===== src/rtl/ervp_tcu_entry_scheduler.sv =====
// TCU remap-table owner: round-robin alloc/free arbitration, commits gated on tcu_idle.
// Optional alloc overlap rejection: define TCU_ENTRY_OVERLAP_CHECK_EN.
module ervp_tcu_entry_scheduler #(
  parameter int BW_ADDR = 32,
  parameter int NUM_TC  = 8,
  parameter int NUM_REQ = 4,
  localparam int BW_IDX = (NUM_TC > 1) ? $clog2(NUM_TC) : 1
) (
  input  logic                       clk,
  input  logic                       rstnn,
  input  logic [NUM_REQ-1:0]         req_valid,
  output logic [NUM_REQ-1:0]         req_ready,
  input  logic [NUM_REQ-1:0]         req_op,
  input  logic [NUM_REQ*BW_ADDR-1:0] req_base,
  input  logic [NUM_REQ*BW_ADDR-1:0] req_size,
  input  logic [NUM_REQ*BW_ADDR-1:0] req_target,
  input  logic [NUM_REQ*BW_IDX-1:0]  req_idx,
  output logic [NUM_REQ-1:0]         rsp_valid,
  output logic                       rsp_err,
  output logic [BW_IDX-1:0]          rsp_idx,
  input  logic                       tcu_idle,
  output logic [NUM_TC*BW_ADDR-1:0]  tc_base,
  output logic [NUM_TC*BW_ADDR-1:0]  tc_size,
  output logic [NUM_TC*BW_ADDR-1:0]  tc_target,
  output logic [NUM_TC-1:0]          tc_valid
);

  localparam int BW_REQ = (NUM_REQ > 1) ? $clog2(NUM_REQ) : 1;

  typedef enum logic [1:0] {S_IDLE, S_WAIT, S_RESP} state_t;
  state_t state, state_next;

  logic [BW_REQ-1:0]  rr_ptr;
  logic [BW_REQ-1:0]  grant_idx;
  logic [BW_REQ-1:0]  cand_idx;
  logic               grant_found;
  logic               handshake;

  logic               l_op;
  logic [BW_ADDR-1:0] l_base;
  logic [BW_ADDR-1:0] l_size;
  logic [BW_ADDR-1:0] l_target;
  logic [BW_IDX-1:0]  l_idx;
  logic [BW_REQ-1:0]  l_g;

  logic [BW_ADDR-1:0] t_base   [NUM_TC];
  logic [BW_ADDR-1:0] t_size   [NUM_TC];
  logic [BW_ADDR-1:0] t_target [NUM_TC];
  logic [BW_REQ-1:0]  t_owner  [NUM_TC];
  logic [NUM_TC-1:0]  t_valid;

  logic               free_found;
  logic [BW_IDX-1:0]  free_idx;
  logic [BW_ADDR:0]   req_end;
  logic               end_wrap;
  logic               overlap;
  logic               idx_oob;
  logic               alloc_err;
  logic               free_err;
  logic               err;
  logic [BW_IDX-1:0]  eval_idx;
  logic               commit;

  // Round-robin search starting at rr_ptr, wrapping.
  always_comb begin
    grant_found = 1'b0;
    grant_idx   = '0;
    cand_idx    = '0;
    for (int unsigned k = 0; k < NUM_REQ; k++) begin
      cand_idx = BW_REQ'((32'(rr_ptr) + k) % NUM_REQ);
      if (!grant_found && req_valid[cand_idx]) begin
        grant_found = 1'b1;
        grant_idx   = cand_idx;
      end
    end
  end

  always_ff @(posedge clk or negedge rstnn) begin
    if (!rstnn) begin
      l_op     <= 1'b0;
      l_base   <= '0;
      l_size   <= '0;
      l_target <= '0;
      l_idx    <= '0;
      l_g      <= '0;
    end else if (handshake) begin
      l_op     <= req_op[grant_idx];
      l_base   <= req_base[grant_idx*BW_ADDR +: BW_ADDR];
      l_size   <= req_size[grant_idx*BW_ADDR +: BW_ADDR];
      l_target <= req_target[grant_idx*BW_ADDR +: BW_ADDR];
      l_idx    <= req_idx[grant_idx*BW_IDX +: BW_IDX];
      l_g      <= grant_idx;
    end
  end

  // Latched request checked against the live table every WAIT cycle.
  always_comb begin
    free_found = 1'b0;
    free_idx   = '0;
    for (int unsigned i = 0; i < NUM_TC; i++) begin
      if (!free_found && !t_valid[i]) begin
        free_found = 1'b1;
        free_idx   = BW_IDX'(i);
      end
    end
    req_end  = {1'b0, l_base} + {1'b0, l_size};
    end_wrap = req_end[BW_ADDR] && (req_end[BW_ADDR-1:0] != '0);
    overlap  = 1'b0;
`ifdef TCU_ENTRY_OVERLAP_CHECK_EN
    for (int unsigned i = 0; i < NUM_TC; i++) begin
      if (t_valid[i] &&
          ({1'b0, l_base} < ({1'b0, t_base[i]} + {1'b0, t_size[i]})) &&
          ({1'b0, t_base[i]} < req_end))
        overlap = 1'b1;
    end
`endif
    idx_oob   = (32'(l_idx) >= NUM_TC);
    alloc_err = !free_found || (l_size == '0) || end_wrap || overlap;
    free_err  = idx_oob || !t_valid[l_idx] || (t_owner[l_idx] != l_g);
    err       = l_op ? free_err : alloc_err;
    eval_idx  = l_op ? l_idx : free_idx;
    commit    = (state == S_WAIT) && !err && tcu_idle;
  end

  always_comb begin
    state_next = state;
    req_ready  = '0;
    rsp_valid  = '0;
    handshake  = 1'b0;
    case (state)
      S_IDLE: begin
        if (grant_found) begin
          req_ready[grant_idx] = 1'b1;
          handshake            = 1'b1;
          state_next           = S_WAIT;
        end
      end
      S_WAIT: begin
        if (err || tcu_idle) state_next = S_RESP;
      end
      S_RESP: begin
        rsp_valid[l_g] = 1'b1;
        state_next     = S_IDLE;
      end
      default: state_next = S_IDLE;
    endcase
  end

  always_ff @(posedge clk or negedge rstnn) begin
    if (!rstnn) begin
      state   <= S_IDLE;
      rr_ptr  <= '0;
      rsp_err <= 1'b0;
      rsp_idx <= '0;
    end else begin
      state <= state_next;
      if (state == S_WAIT && state_next == S_RESP) begin
        rsp_err <= err;
        rsp_idx <= eval_idx;
      end else if (state == S_RESP) begin
        rsp_err <= 1'b0;
        rsp_idx <= '0;
        rr_ptr  <= (32'(l_g) == NUM_REQ - 1) ? '0 : l_g + 1'b1;
      end
    end
  end

  // Free clears only the valid bit; region fields are left as they were.
  always_ff @(posedge clk or negedge rstnn) begin
    if (!rstnn) begin
      t_valid <= '0;
      for (int unsigned i = 0; i < NUM_TC; i++) begin
        t_base[i]   <= '0;
        t_size[i]   <= '0;
        t_target[i] <= '0;
        t_owner[i]  <= '0;
      end
    end else if (commit) begin
      if (l_op) begin
        t_valid[l_idx] <= 1'b0;
      end else begin
        t_valid[free_idx]  <= 1'b1;
        t_base[free_idx]   <= l_base;
        t_size[free_idx]   <= l_size;
        t_target[free_idx] <= l_target;
        t_owner[free_idx]  <= l_g;
      end
    end
  end

  always_comb begin
    tc_base   = '0;
    tc_size   = '0;
    tc_target = '0;
    for (int unsigned i = 0; i < NUM_TC; i++) begin
      tc_base[i*BW_ADDR +: BW_ADDR]   = t_base[i];
      tc_size[i*BW_ADDR +: BW_ADDR]   = t_size[i];
      tc_target[i*BW_ADDR +: BW_ADDR] = t_target[i];
    end
    tc_valid = t_valid;
  end

endmodule


===== config.mk =====
export PLATFORM = sky130hd
export DESIGN_NAME = ervp_tcu_entry_scheduler
export DESIGN_NICKNAME = d
export VERILOG_FILES = /design/src/rtl/ervp_tcu_entry_scheduler.sv
export SDC_FILE = /design/constraint.sdc
export NUM_CORES = 1
export LEC_CHECK = 0
export ABC_AREA = 1
export BUFFER_PORTS_ARGS = -buffer_cell sky130_fd_sc_hd__buf_2
export CAP_MARGIN = 20
export CORE_AREA = 2 2 466 468
export DETAILED_ROUTE_END_ITERATION = 12
export DIE_AREA = 0 0 468 470
export REMOVE_ABC_BUFFERS = 1
export SETUP_SLACK_MARGIN = 0.05
export SYNTH_ARGS = -nofsm -noshare
export SYNTH_HDL_FRONTEND = slang
export SYNTH_SLANG_ARGS = --single-unit

===== constraint.sdc =====
create_clock -name clk -period 3.4 [get_ports clk]
set_input_delay 0 -clock clk [delete_from_list [all_inputs] [get_ports clk]]
set_output_delay 0 -clock clk [all_outputs]
set_load 0.005 [all_outputs]

==> results.yml <==
status:
  status: "complete, but fails checks"
  violations: "setup timing"
floorplan:
  fp.dieW_um: 468
  rows: 171
  initial_core_util_pct: 18.9
  fp.coreArea_sq_mm: 0.216
  dieArea_sq_mm: 0.220
  io_pins: 1195
  fp.dieH_um: 470
run:
  maxCapViolations: 0
setup_path:
  crit_top_cell: "nand2_1"
  required_ps: 4070
  cp_slowest_cell: "dfrtp_2"
  crit_family: "simple AND/OR/NAND/NOR gates"
  cp-start-kind: "register"
  worstSetupPathType: "register to register"
  r2r_slack_ps: -260
  worstPathArrival_ps: 4330
  worstPathCellList: "ha_4 -> fa_2 -> nand3_2 -> nand3_4 -> buf_4 -> nand2_1 -> nand2_1 -> xor2_1 -> nor2_1 -> nand2_1 -> nor3_4 -> nand3_2 -> nand2_4 -> nand4_4 -> buf_12 -> buf_16 -> buf_12 -> buf_16 -> o21ai_0 -> nand2_1"
  cpPeakStageDelay_ps: 440
  crit_buf_inv: 5
  path_max_fanout: 12
  cp-end-kind: "register"
placement:
  place_congestion: 0.965
  place_area_sq_mm: 0.0523
  place_hpwl_um: 154000
  port_buffers: 1194
timing:
  timing.final.crit_share_pct: 108
  maxSlewViolCount: 0
  slew_headroom_pct: 32.3
  final_hold_viol_count: 0
  rsz0062_at_grt: "true"
  worst_pin_slew_ps: 1020
  min_period_ps: 3660
  setup_ws_ps: -263
  setup_viol: 790
  finalClockSkew_ps: 67.0
  max_freq_mhz: 273
global_route:
  grt_use_met3_pct: 4.90
  use_met1_pct: 23.9
  grt_pass1_vias: 44500
  antenna_found_initial: 34
  overflow: 0
  grtUsageMet2_pct: 32.6
  grt_max_degree: 104
  busiest_layer: "met2"
  grt_usage_pct: 20.2
  grt_first_pass_wirelength_um: 320000
pwr:
  p_leak_nw: 35.4
  power_density_mw_per_mm2: 872
  peakVddDrop_mv: 0.896
  finalPower_mw: 55.8
cts:
  clk_pin_slew_ps: 60
  h-tree-depth: 3
  clock_latency_ps: 790
  clock-root-buffer: "clkbuf_16"
  tritoncts: "yes"
  clock_path_buffers: 3
  cts_buffers: 104
  cts.sinks: 902
synthesis:
  synth.area.top_cells: "dfrtp_1 (56%), nand2_1 (22%), o21ai_0 (6.3%)"
  synth-seq-cells: 902
  synth_top_area_share_pct: 55.5
  yosysSeqAreaShare_pct: 55.5
  netlist_area_sq_mm: 0.0407
  synth_cells: 5199
  async_reset_ff_share_pct: 100
  avgSynthCellArea_sq_um: 7.82
  synth_enable_flop_cells: 0
  yosysTopAreaCell: "dfrtp_1"
  synth_cell_types: 43
  yosys_warnings: 0
  ys.flop_type: "dfrtp_1"
drt:
  firstDrtPassIters: 5
  drt-initial-drc-count: 4001
  drc: 0
  routedWlPerCell_um: 24.0
  vias: 44700
  wl_um: 239000
  antenna_left: 0
  viasPerCell: 4.49
cells_and_area:
  drive_above_1_share_pct: 29.9
  syn_to_final_growth_pct: 57.3
  finalNetCount: 7441
  final_common_cell: "nand2_1"
  final_cell_mix: "nand2_1 (2240), buf_2 (1193), dfrtp_1 (893), nor2_1 (426), o21ai_0 (419)"
  final_cell_area_sq_mm: 0.0639
hold_path:
  hold_path_class: "primary input to register"
## flip-flops by register name, summed over array words and instances (netlist names), 3 cells and up
signal,flops
tc_base,256
rsp_idx,3
l_size,32
tc_size,256
l_base,32
t_owner,16
l_idx,3
tc_valid,8
l_target,32
tc_target,256
## cell usage after synthesis, drive strengths merged, types with 4 or more instances
master / instances
nand2: 2433
dfrtp: 902
o21ai: 518
nor2: 441
clkbuf: 286
inv: 226
buf: 93
a31oi: 54
nand3: 50
o311ai: 50
ha: 36
a21oi: 27
nand4: 18
nor3: 16
xor2: 10
nor4: 8
and2: 4
or2: 4
## worst reg2reg max path: stages, from the launching register on
cell     delay, ps
dfrtp_2        440
ha_4           190
fa_2           410
nand3_2        100
nand3_4         90
buf_4          140
nand2_1         40
nand2_1        120
xor2_1         190
nor2_1         110
nand2_1         90
nor3_4         240
nand3_2        150
nand2_4        110
nand4_4        140
buf_12         210
buf_16         170
buf_12         240
buf_16         160
o21ai_0        150
nand2_1         80
## per-stage QoR
stage          utilization [%]  std cells  TNS (ps)  worst slack, ps  hold slack [ps]
3_5_place_dp              24.3       9209   -508980             -847              162
5_1_grt                   29.6       9953   -307660             -478             45.5
6_report                  29.7       9955   -125040             -263              105
3_3_place_gp              24.2       9205   -486030            -1300              162
4_1_cts                   29.0       9900   -181740             -343             2.56
2_1_floorplan                -       4820  -2775930            -5270             -296
## cells by family after synthesis
family / after synthesis / synth area share [%]
adders and majority gates: 37 / 1.16
xor gates and xnor gates: 11 / 0.237
muxes: 3 / 0.0739
AOI/OAI and AO/OA: 663 / 8.88
and+or+nand+nor: 2976 / 28.1
DFF: 902 / 55.5
buffers and inverters: 607 / 6.04
## final timing paths
kind	startpoint	endpoint	cells after the start
max	l_base[0]$_DFFE_PN0P_	tc_target[34]$_DFFE_PN0P_	20
min	req_target[126]	l_target[30]$_DFFE_PN0P_	4
max reg2reg	l_base[0]$_DFFE_PN0P_	tc_target[34]$_DFFE_PN0P_	20
min reg2reg	tc_target[113]$_DFFE_PN0P_	tc_target[113]$_DFFE_PN0P_	2
max in group asynchronous	rstnn	tc_size[159]$_DFFE_PN0P_	4
min in group asynchronous	rstnn	tc_size[173]$_DFFE_PN0P_	3
## cell type report
cell class	instances	area (sq um)
fill	22500	152000
tap	2854	3570
timing repair buffer	2071	16400
inverter	228	871
sequential	902	22600
clock inverter	56	713
clock buffer	140	2970
antenna	14	35.0
multi-input combinational	3690	16800
## layer usage
layer	up-vias	share of wire, %
met5	-	0.021
met4	8	7.4
met3	740	8.2
met2	2598	45
met1	21500	39
li1	19900	-
## report_power, final
part,leakage (nW),internal (mW),switching (mW)
combinational,21.4,9.86,18.2
sequential,12.1,12.8,2.73
clock,1.81,6.90,5.21
total,35.4,29.6,26.2
## timing repair
| action | 4_1_cts | 5_1_grt |
|---|---|---|
| hold buffers | 411 | 2 |
| setup endpoints to repair | 817 | 858 |
| buffers inserted | 41 | 29 |
| gates resized for setup | 213 | 313 |
| endpoints found under the hold margin | 728 | 2 |
| cloned | 45 | 20 |
| pin swaps | 50 | 83 |
(Power assumes the default switching activity.)
